$ cat src/rtl/multi_cycle_controller.sv
// Multi-cycle RV32I control FSM: sequences fetch, decode, execute, memory and writeback
// over a shared memory port, with mem_ready wait states and illegal-instruction trapping.
module multi_cycle_controller #(
    parameter int ALU_CTRL_W      = 3,
    parameter bit MEM_WAIT_EN     = 1'b1,
    parameter bit TRAP_ON_ILLEGAL = 1'b1
) (
    input  logic                  clk,
    input  logic                  rst,
    input  logic [6:0]            opcode,
    input  logic [2:0]            func3,
    input  logic [6:0]            func7,
    input  logic                  zero,
    input  logic                  sign,
    input  logic                  mem_ready,
    output logic                  PCWrite,
    output logic                  AdrSrc,
    output logic                  MemWrite,
    output logic                  IRWrite,
    output logic [1:0]            ResultSrc,
    output logic [1:0]            ALUSrcA,
    output logic [1:0]            ALUSrcB,
    output logic [ALU_CTRL_W-1:0] ALUControl,
    output logic [2:0]            ImmSrc,
    output logic                  RegWrite,
    output logic                  illegal
);
    typedef enum logic [3:0] {
        FETCH, DECODE, MEMADR, MEMREAD, MEMWB, MEMWRITE, EXECR, EXECI,
        ALUWB, BRANCH, JAL, JALR, JALRLINK, LUI, ILLEGAL
    } state_t;

    localparam logic [6:0] OP_LOAD  = 7'b0000011;
    localparam logic [6:0] OP_STORE = 7'b0100011;
    localparam logic [6:0] OP_R     = 7'b0110011;
    localparam logic [6:0] OP_I     = 7'b0010011;
    localparam logic [6:0] OP_BR    = 7'b1100011;
    localparam logic [6:0] OP_JAL   = 7'b1101111;
    localparam logic [6:0] OP_JALR  = 7'b1100111;
    localparam logic [6:0] OP_LUI   = 7'b0110111;

    localparam logic [ALU_CTRL_W-1:0] ALU_ADD  = ALU_CTRL_W'(0);
    localparam logic [ALU_CTRL_W-1:0] ALU_SUB  = ALU_CTRL_W'(1);
    localparam logic [ALU_CTRL_W-1:0] ALU_AND  = ALU_CTRL_W'(2);
    localparam logic [ALU_CTRL_W-1:0] ALU_OR   = ALU_CTRL_W'(3);
    localparam logic [ALU_CTRL_W-1:0] ALU_XOR  = ALU_CTRL_W'(4);
    localparam logic [ALU_CTRL_W-1:0] ALU_SLT  = ALU_CTRL_W'(5);
    localparam logic [ALU_CTRL_W-1:0] ALU_SLTU = ALU_CTRL_W'(6);

    state_t state;
    logic   ready;
    logic   taken;
    logic   br_valid;
    logic   unused_func7;

    assign ready        = MEM_WAIT_EN ? mem_ready : 1'b1;
    assign unused_func7 = ^{func7[6], func7[4:0]};

    function automatic logic [ALU_CTRL_W-1:0] alu_op(input logic [2:0] f3, input logic sub_sel);
        case (f3)
            3'b000:  return sub_sel ? ALU_SUB : ALU_ADD;
            3'b111:  return ALU_AND;
            3'b110:  return ALU_OR;
            3'b100:  return ALU_XOR;
            3'b010:  return ALU_SLT;
            3'b011:  return ALU_SLTU;
            default: return ALU_ADD;
        endcase
    endfunction

    // blt/bge use the raw sign bit, so signed overflow is not corrected
    always_comb begin
        taken    = 1'b0;
        br_valid = 1'b1;
        case (func3)
            3'b000:  taken = zero;
            3'b001:  taken = ~zero;
            3'b100:  taken = sign;
            3'b101:  taken = ~sign;
            default: br_valid = 1'b0;
        endcase
    end

    always_ff @(posedge clk) begin
        if (rst) begin
            state   <= FETCH;
            illegal <= 1'b0;
        end else begin
            case (state)
                FETCH:    if (ready) state <= DECODE;
                DECODE: begin
                    case (opcode)
                        OP_LOAD, OP_STORE: state <= MEMADR;
                        OP_R:              state <= EXECR;
                        OP_I:              state <= EXECI;
                        OP_BR:             state <= BRANCH;
                        OP_JAL:            state <= JAL;
                        OP_JALR:           state <= JALR;
                        OP_LUI:            state <= LUI;
                        default: begin
                            state   <= ILLEGAL;
                            illegal <= 1'b1;
                        end
                    endcase
                end
                MEMADR:   state <= (opcode == OP_LOAD) ? MEMREAD : MEMWRITE;
                MEMREAD:  if (ready) state <= MEMWB;
                MEMWRITE: if (ready) state <= FETCH;
                EXECR, EXECI, JAL, JALRLINK, LUI: state <= ALUWB;
                JALR:     state <= JALRLINK;
                BRANCH: begin
                    if (br_valid) begin
                        state <= FETCH;
                    end else begin
                        state   <= ILLEGAL;
                        illegal <= 1'b1;
                    end
                end
                ILLEGAL:  if (!TRAP_ON_ILLEGAL) state <= FETCH;
                default:  state <= FETCH;
            endcase
        end
    end

    always_comb begin
        PCWrite    = 1'b0;
        AdrSrc     = 1'b0;
        MemWrite   = 1'b0;
        IRWrite    = 1'b0;
        ResultSrc  = 2'b00;
        ALUSrcA    = 2'b00;
        ALUSrcB    = 2'b00;
        ALUControl = ALU_ADD;
        RegWrite   = 1'b0;
        case (state)
            FETCH: begin
                ALUSrcB   = 2'b10;
                ResultSrc = 2'b10;
                IRWrite   = ready;
                PCWrite   = ready;
            end
            DECODE:   begin ALUSrcA = 2'b01; ALUSrcB = 2'b01; end
            MEMADR:   begin ALUSrcA = 2'b10; ALUSrcB = 2'b01; end
            MEMREAD:  AdrSrc = 1'b1;
            MEMWB:    begin ResultSrc = 2'b01; RegWrite = 1'b1; end
            MEMWRITE: begin AdrSrc = 1'b1; MemWrite = 1'b1; end
            EXECR: begin
                ALUSrcA    = 2'b10;
                ALUControl = alu_op(func3, func7[5]);
            end
            EXECI: begin
                ALUSrcA    = 2'b10;
                ALUSrcB    = 2'b01;
                ALUControl = alu_op(func3, 1'b0);
            end
            ALUWB:    RegWrite = 1'b1;
            BRANCH: begin
                ALUSrcA    = 2'b10;
                ALUControl = ALU_SUB;
                PCWrite    = br_valid & taken;
            end
            JAL:      begin ALUSrcA = 2'b01; ALUSrcB = 2'b10; PCWrite = 1'b1; end
            JALR: begin
                ALUSrcA   = 2'b10;
                ALUSrcB   = 2'b01;
                ResultSrc = 2'b10;
                PCWrite   = 1'b1;
            end
            JALRLINK: begin ALUSrcA = 2'b01; ALUSrcB = 2'b10; end
            LUI:      begin ALUSrcA = 2'b11; ALUSrcB = 2'b01; end
            default:  ;
        endcase
        if (rst) begin
            PCWrite  = 1'b0;
            MemWrite = 1'b0;
            IRWrite  = 1'b0;
            RegWrite = 1'b0;
        end
    end

    always_comb begin
        case (opcode)
            OP_STORE: ImmSrc = 3'b001;
            OP_BR:    ImmSrc = 3'b010;
            OP_JAL:   ImmSrc = 3'b011;
            OP_LUI:   ImmSrc = 3'b100;
            default:  ImmSrc = 3'b000;
        endcase
    end
endmodule
$ cat config.mk
export PLATFORM = sky130hd
export DESIGN_NAME = multi_cycle_controller
export DESIGN_NICKNAME = d
export VERILOG_FILES = /design/src/rtl/multi_cycle_controller.sv
export SDC_FILE = /design/constraint.sdc
export NUM_CORES = 1
export LEC_CHECK = 0
export CORE_UTILIZATION = 39
export DETAILED_ROUTE_END_ITERATION = 12
export PLACE_DENSITY = 0.76
export SLEW_MARGIN = 5
export SYNTH_ARGS = -nofsm -noshare
export SYNTH_HDL_FRONTEND = slang
export SYNTH_SLANG_ARGS = --single-unit
$ cat constraint.sdc
create_clock -name clk -period 1.4 [get_ports clk]
set_input_delay 0.21 -clock clk [delete_from_list [all_inputs] [get_ports clk]]
set_output_delay 0.21 -clock clk [all_outputs]
set_load 0.03 [all_outputs]
==> metrics.txt, run 1 <==
# TYPE chip_impl_metric gauge
chip_impl_info{name="outcome",value="stopped before the end"} 1
chip_impl_info{name="haltStage",value="5_1_grt"} 1
chip_impl_info{name="error_message",value="[ERROR DPL-0038] Utilization greater than 100%, impossible to legalize"} 1
chip_impl_metric{name="ys_seq_elements",unit=""} 5
chip_impl_metric{name="floorplan.rows",unit=""} 17
chip_impl_metric{name="number_of_library_cell_types_mapped_by_synthesis",unit=""} 57
chip_impl_metric{name="synth_top_area_share",unit=""} 0.100
chip_impl_metric{name="design.portCount",unit=""} 40
chip_impl_metric{name="gp_routability_congestion",unit=""} 0.847
chip_impl_metric{name="synth_enable_flop_cells",unit=""} 0
chip_impl_metric{name="ys_warn_count",unit=""} 0
chip_impl_metric{name="synth_cells",unit=""} 128
chip_impl_metric{name="floorplan.die.height",unit="um"} 52.6
chip_impl_metric{name="synthesized_area_per_cell",unit="um2"} 7.79
chip_impl_metric{name="h-tree-depth",unit=""} 1
chip_impl_metric{name="initial_utilization",unit=""} 0.430
chip_impl_metric{name="grt_max_degree",unit=""} 16
chip_impl_metric{name="synth_nets",unit=""} 150
chip_impl_metric{name="cts-buffers-inserted",unit=""} 3
chip_impl_metric{name="placed_cell_area",unit="um2"} 1640
chip_impl_info{name="dominantRegCellSynth",value="dfxtp_1"} 1
chip_impl_info{name="worstEpCategory",value="top-level output"} 1
chip_impl_info{name="synth_top_cells_by_area",value="dfxtp_1 10%, nor4b_4 4.8%, nor2_1 4.1%"} 1
chip_impl_info{name="post-synth-top-area-cell",value="dfxtp_1"} 1
chip_impl_metric{name="synth.cell_area",unit="um2"} 997
chip_impl_metric{name="dieWidth",unit="um"} 52.6
chip_impl_metric{name="synth-seq-area-share",unit=""} 0.100
chip_impl_metric{name="cts.path.max_buffers",unit=""} 2
chip_impl_metric{name="place.port_buffers",unit=""} 33
chip_impl_info{name="cts_root_buffer",value="clkbuf_4"} 1
chip_impl_info{name="postGrtWorstEndpoint",value="PCWrite"} 1
chip_impl_metric{name="tritoncts_num_sinks",unit=""} 5
chip_impl_metric{name="synth-async-reset-ratio",unit=""} 0
chip_impl_metric{name="post-dp-hpwl",unit="um"} 2530
[repair_timing]
action                     CTS
resized for setup           74
gates cloned                 4
setup endpoints to repair   22
hold buffers                 0
pin swaps                   21
buffers inserted            23
[cell usage after synthesis, drive strengths merged (4+ instances only)]
cell type and instances:
nand2 9, nand3 7, nor4 4, a21oi 8
clkbuf 4, dfxtp 5, buf 8, or2 4
nor2 12, o31ai 4, nor3 4
[through the flow]
stage / TNS [ns] / setup WS, ns / instances / hold WS [ns]
after floorplan: -0.272 / -0.121 / 128 / 0.304
after global placement: -3.86 / -0.430 / 209 / 0.527
after detailed placement: -4.58 / -0.457 / 209 / 0.551
after CTS: -3.97 / -0.402 / 240 / 0.411
[kinds of logic after synthesis]
kind of cell	Yosys count	share of synthesized area
compound gates	36	0.267
buf+inv	17	0.147
xor+xnor	5	0.0515
simple gates	61	0.393
flops	5	0.100
mux	4	0.0414
==> run 2: changes to the inputs <==
--- a/config.mk
+++ b/config.mk
@@ -5,9 +5,10 @@
 export SDC_FILE = /design/constraint.sdc
 export NUM_CORES = 1
 export LEC_CHECK = 0
-export CORE_UTILIZATION = 39
+export CORE_AREA = 2 2 63 65
 export DETAILED_ROUTE_END_ITERATION = 12
-export PLACE_DENSITY = 0.76
+export DIE_AREA = 0 0 65 67
+export PLACE_DENSITY_LB_ADDON = 0.15
 export SLEW_MARGIN = 5
 export SYNTH_ARGS = -nofsm -noshare
 export SYNTH_HDL_FRONTEND = slang
==> constraint.sdc (replaced) <==
create_clock -name clk -period 1.8 [get_ports clk]
set_input_delay 0.27 -clock clk [delete_from_list [all_inputs] [get_ports clk]]
set_output_delay 0.27 -clock clk [all_outputs]
set_load 0.03 [all_outputs]
==> metrics.txt, run 2 <==
# TYPE chip_impl_metric gauge
chip_impl_metric{name="die_outline_area",unit="um2"} 4360
chip_impl_info{name="clock_tree_from_tritoncts",value="done"} 1
chip_impl_metric{name="clk_pin_slew_worst_paths",unit="ns"} 0.04
chip_impl_metric{name="synth_cells",unit=""} 128
chip_impl_metric{name="power.density_cell_area",unit="nW/um2"} 703
chip_impl_metric{name="postCtsHoldBufs",unit=""} 0
chip_impl_info{name="crit_chain",value="nor3b_4 > nand2_2 > o32a_1 > nor2_2 > buf_6"} 1
chip_impl_metric{name="synth_nets",unit=""} 150
chip_impl_metric{name="drt_first_pass_iters",unit=""} 4
chip_impl_metric{name="floorplan.die.height",unit="um"} 67
chip_impl_metric{name="achievable-frequency",unit="GHz"} 0.570
chip_impl_info{name="max_flop_register",value="state"} 1
chip_impl_metric{name="cp_slowest_stage_delay",unit="ns"} 0.37
chip_impl_metric{name="num-nets-final",unit=""} 201
chip_impl_info{name="slowest_cell_on_the_critical_path",value="dfxtp_4"} 1
chip_impl_metric{name="synth-async-reset-ratio",unit=""} 0
chip_impl_metric{name="dp.cells",unit=""} 220
chip_impl_metric{name="ys_warn_count",unit=""} 0
chip_impl_metric{name="tritoncts_num_sinks",unit=""} 5
chip_impl_metric{name="timing.final.crit_period",unit="ns"} 1.75
chip_impl_metric{name="wire_length_of_the_first_global_routing_pass",unit="um"} 5030
chip_impl_metric{name="synth_top_area_share",unit=""} 0.100
chip_impl_metric{name="max_reg_flops",unit=""} 4
chip_impl_metric{name="cts.path.max_buffers",unit=""} 2
chip_impl_metric{name="drt_drc_violations_left",unit=""} 0
chip_impl_metric{name="gr-total-overflow",unit=""} 0
chip_impl_metric{name="post_drt_via_cell_ratio",unit=""} 5.02
chip_impl_metric{name="hold_fails_final_rpt",unit=""} 0
chip_impl_metric{name="number_of_global_route_vias_before_repair",unit=""} 1076
chip_impl_metric{name="finish.instance_area",unit="um2"} 1600
chip_impl_metric{name="drt-wirelength-per-cell",unit="um"} 13.4
chip_impl_info{name="cts_root_buffer",value="clkbuf_8"} 1
chip_impl_metric{name="drv_cap",unit=""} 0
chip_impl_metric{name="global_route_usage_sum",unit=""} 0.147
chip_impl_metric{name="final_antenna_net_count",unit=""} 0
chip_impl_metric{name="ys_seq_elements",unit=""} 5
chip_impl_metric{name="core_outline_area",unit="um2"} 3610
chip_impl_metric{name="grt_antenna_before_repair",unit=""} 0
chip_impl_info{name="min_delay_worst_endpoint",value="illegal$_SDFFE_PP0P_"} 1
chip_impl_metric{name="worst_hold_slack",unit="ns"} 0.542
chip_impl_metric{name="cts-buffers-inserted",unit=""} 3
chip_impl_metric{name="h-tree-depth",unit=""} 1
chip_impl_metric{name="diodes",unit=""} 0
chip_impl_metric{name="power",unit="mW"} 1.12
chip_impl_metric{name="first_iter_violations",unit=""} 28
chip_impl_metric{name="gp_routability_congestion",unit=""} 0.717
chip_impl_metric{name="design.portCount",unit=""} 40
chip_impl_info{name="outcome",value="finished, final reports clean"} 1
chip_impl_metric{name="synthesized_area_per_cell",unit="um2"} 7.79
chip_impl_metric{name="grt_max_degree",unit=""} 21
chip_impl_metric{name="utilization",unit=""} 0.443
chip_impl_info{name="class_of_the_most_critical_setup_path",value="reg -> out"} 1
chip_impl_info{name="grt_setup_unrepaired",value="true"} 1
chip_impl_metric{name="p_leak",unit="nW"} 0.660
chip_impl_metric{name="finalSetupViolCount",unit=""} 0
chip_impl_info{name="r2r_start",value="state[2]$_SDFFE_PP0P_"} 1
chip_impl_metric{name="setup.reg_to_reg.worst_slack",unit="ns"} 0.21
chip_impl_metric{name="post_layout_nonfiller_instances",unit=""} 226
chip_impl_metric{name="fillers",unit=""} 378
chip_impl_info{name="timing.rr.end",value="state[2]$_SDFFE_PP0P_"} 1
chip_impl_info{name="dominantRegCellSynth",value="dfxtp_1"} 1
chip_impl_info{name="post-synth-top-area-cell",value="dfxtp_1"} 1
chip_impl_metric{name="number_of_library_cell_types_mapped_by_synthesis",unit=""} 57
chip_impl_metric{name="clk_latency",unit="ns"} 0.22
chip_impl_metric{name="fin_skew",unit="ns"} 0.000772
chip_impl_metric{name="synth.cell_area",unit="um2"} 997
chip_impl_info{name="hp-class",value="reg -> reg"} 1
chip_impl_metric{name="crit_path_max_fanout",unit=""} 5
chip_impl_metric{name="slew_violations",unit=""} 0
chip_impl_metric{name="timing_worst_slew_pin_value",unit="ns"} 0.338
chip_impl_metric{name="floorplan.rows",unit=""} 22
chip_impl_metric{name="wirelength",unit="um"} 3030
chip_impl_metric{name="initial_utilization",unit=""} 0.277
chip_impl_info{name="synth.cells.most_frequent",value="11 x nor2_1, 9 x nand2_1, 8 x a21oi_1"} 1
chip_impl_info{name="synth_top_cells_by_area",value="dfxtp_1 10%, nor4b_4 4.8%, nor2_1 4.1%"} 1
chip_impl_metric{name="worst_path_arrival_time",unit="ns"} 1.48
chip_impl_metric{name="fin_crit_sh",unit=""} 0.975
chip_impl_metric{name="synth-seq-area-share",unit=""} 0.100
chip_impl_metric{name="area.growth.synth_to_final",unit="%"} 60.1
chip_impl_metric{name="min_path_cells",unit=""} 2
chip_impl_metric{name="placed_cell_area",unit="um2"} 1460
chip_impl_metric{name="synth_enable_flop_cells",unit=""} 0
chip_impl_info{name="hp-start",value="illegal$_SDFFE_PP0P_"} 1
chip_impl_metric{name="vdd_ir_drop_max",unit="V"} 0.000395
chip_impl_info{name="crit_path_start_kind",value="flip-flop"} 1
chip_impl_metric{name="timing.slew.headroom",unit=""} 0.774
chip_impl_info{name="layout.cells.most_common",value="buf_4"} 1
chip_impl_metric{name="post-dp-hpwl",unit="um"} 2250
chip_impl_metric{name="vias",unit=""} 1134
chip_impl_info{name="layout_common_cells",value="37 x buf_4, 11 x clkdlybuf4s50_1, 10 x nor2_1"} 1
chip_impl_metric{name="place.port_buffers",unit=""} 33
chip_impl_metric{name="dieWidth",unit="um"} 65
chip_impl_info{name="synth.most_common_cell",value="nor2_1"} 1
chip_impl_metric{name="ff2ff_path_depth",unit=""} 5
chip_impl_metric{name="layout-drive-gt1-share",unit=""} 0.410
chip_impl_info{name="cp_capture_type",value="primary output"} 1
chip_impl_metric{name="timing.critical_path.required",unit="ns"} 1.53
chip_impl_info{name="top_regs",value="state (4), illegal (1)"} 1
==> run 2: cell counts after synthesis <==
No cell type changed its count.
==> run 2: power by group <==
group	switching [mW]	internal [mW]
registers	0.0422	0.134
logic	0.376	0.361
clock network	0.0568	0.152
==> run 2: layer usage <==
layer  share of wire  global-route usage  vias to the layer above
met5               0                   0                        -
li1                -                   -                      581
met3           0.024              0.0253                        2
met2            0.48               0.250                       15
met4          0.0013              0.0160                        0
met1            0.49               0.198                      536
==> run 2: cell type report <==
| class | count | area [um2] | share of cell area |
|---|---|---|---|
| Multi-Input combinational cell | 106 | 811 | 0.508 |
| Timing Repair Buffer | 59 | 537 | 0.336 |
| Sequential cell | 5 | 115 | 0.0721 |
| Tap cell | 48 | 60.1 | 0.0376 |
| Clock buffer | 4 | 45.0 | 0.0282 |
| Inverter | 4 | 28.8 | 0.0180 |
==> run 2: what timing repair did <==
action                     4_1_cts  5_1_grt
pin swaps                        1        2
cloned                           1        0
setup endpoints to repair        6        4
setup buffers                    0        1
resized for setup               12       10
==> run 2: worst max-delay path by stage <==
stage | startpoint | to | slack, ns | cells past startpoint
global route | state[0]$_SDFFE_PP0P_ | PCWrite | -0.03 | 5
floorplan | state[1]$_SDFFE_PP0P_ | ResultSrc[1] | 0.03 | 4
finish | state[0]$_SDFFE_PP0P_ | PCWrite | 0.05 | 5
detailed placement | func3[2] | PCWrite | -0.09 | 6
CTS | state[0]$_SDFFE_PP0P_ | PCWrite | -0.02 | 5
global placement | func3[2] | PCWrite | -0.08 | 6
==> run 2: logic make-up after synthesis <==
family / Yosys count / share of synthesized area
flops: 5 / 0.100
buf+inv: 17 / 0.147
simple gates: 61 / 0.393
compound gates: 36 / 0.267
xor+xnor: 5 / 0.0515
mux: 4 / 0.0414
==> run 2: critical path: cells and delay by family (launching register included) <==
family	cells	cell delay (ns)
simple gates	3	0.42
flops	1	0.37
compound gates	1	0.34
buf+inv	1	0.14
==> run 2: per-stage QoR <==
stage,TNS [ns],setup slack [ns]
final,0,0.0454
after floorplan,0,0.0330
after detailed placement,-0.294,-0.0861
after global routing,-0.0291,-0.0291
after global placement,-0.255,-0.0841
after CTS,-0.0214,-0.0214
No activity file was read; power rests on OpenSTA's default activity.
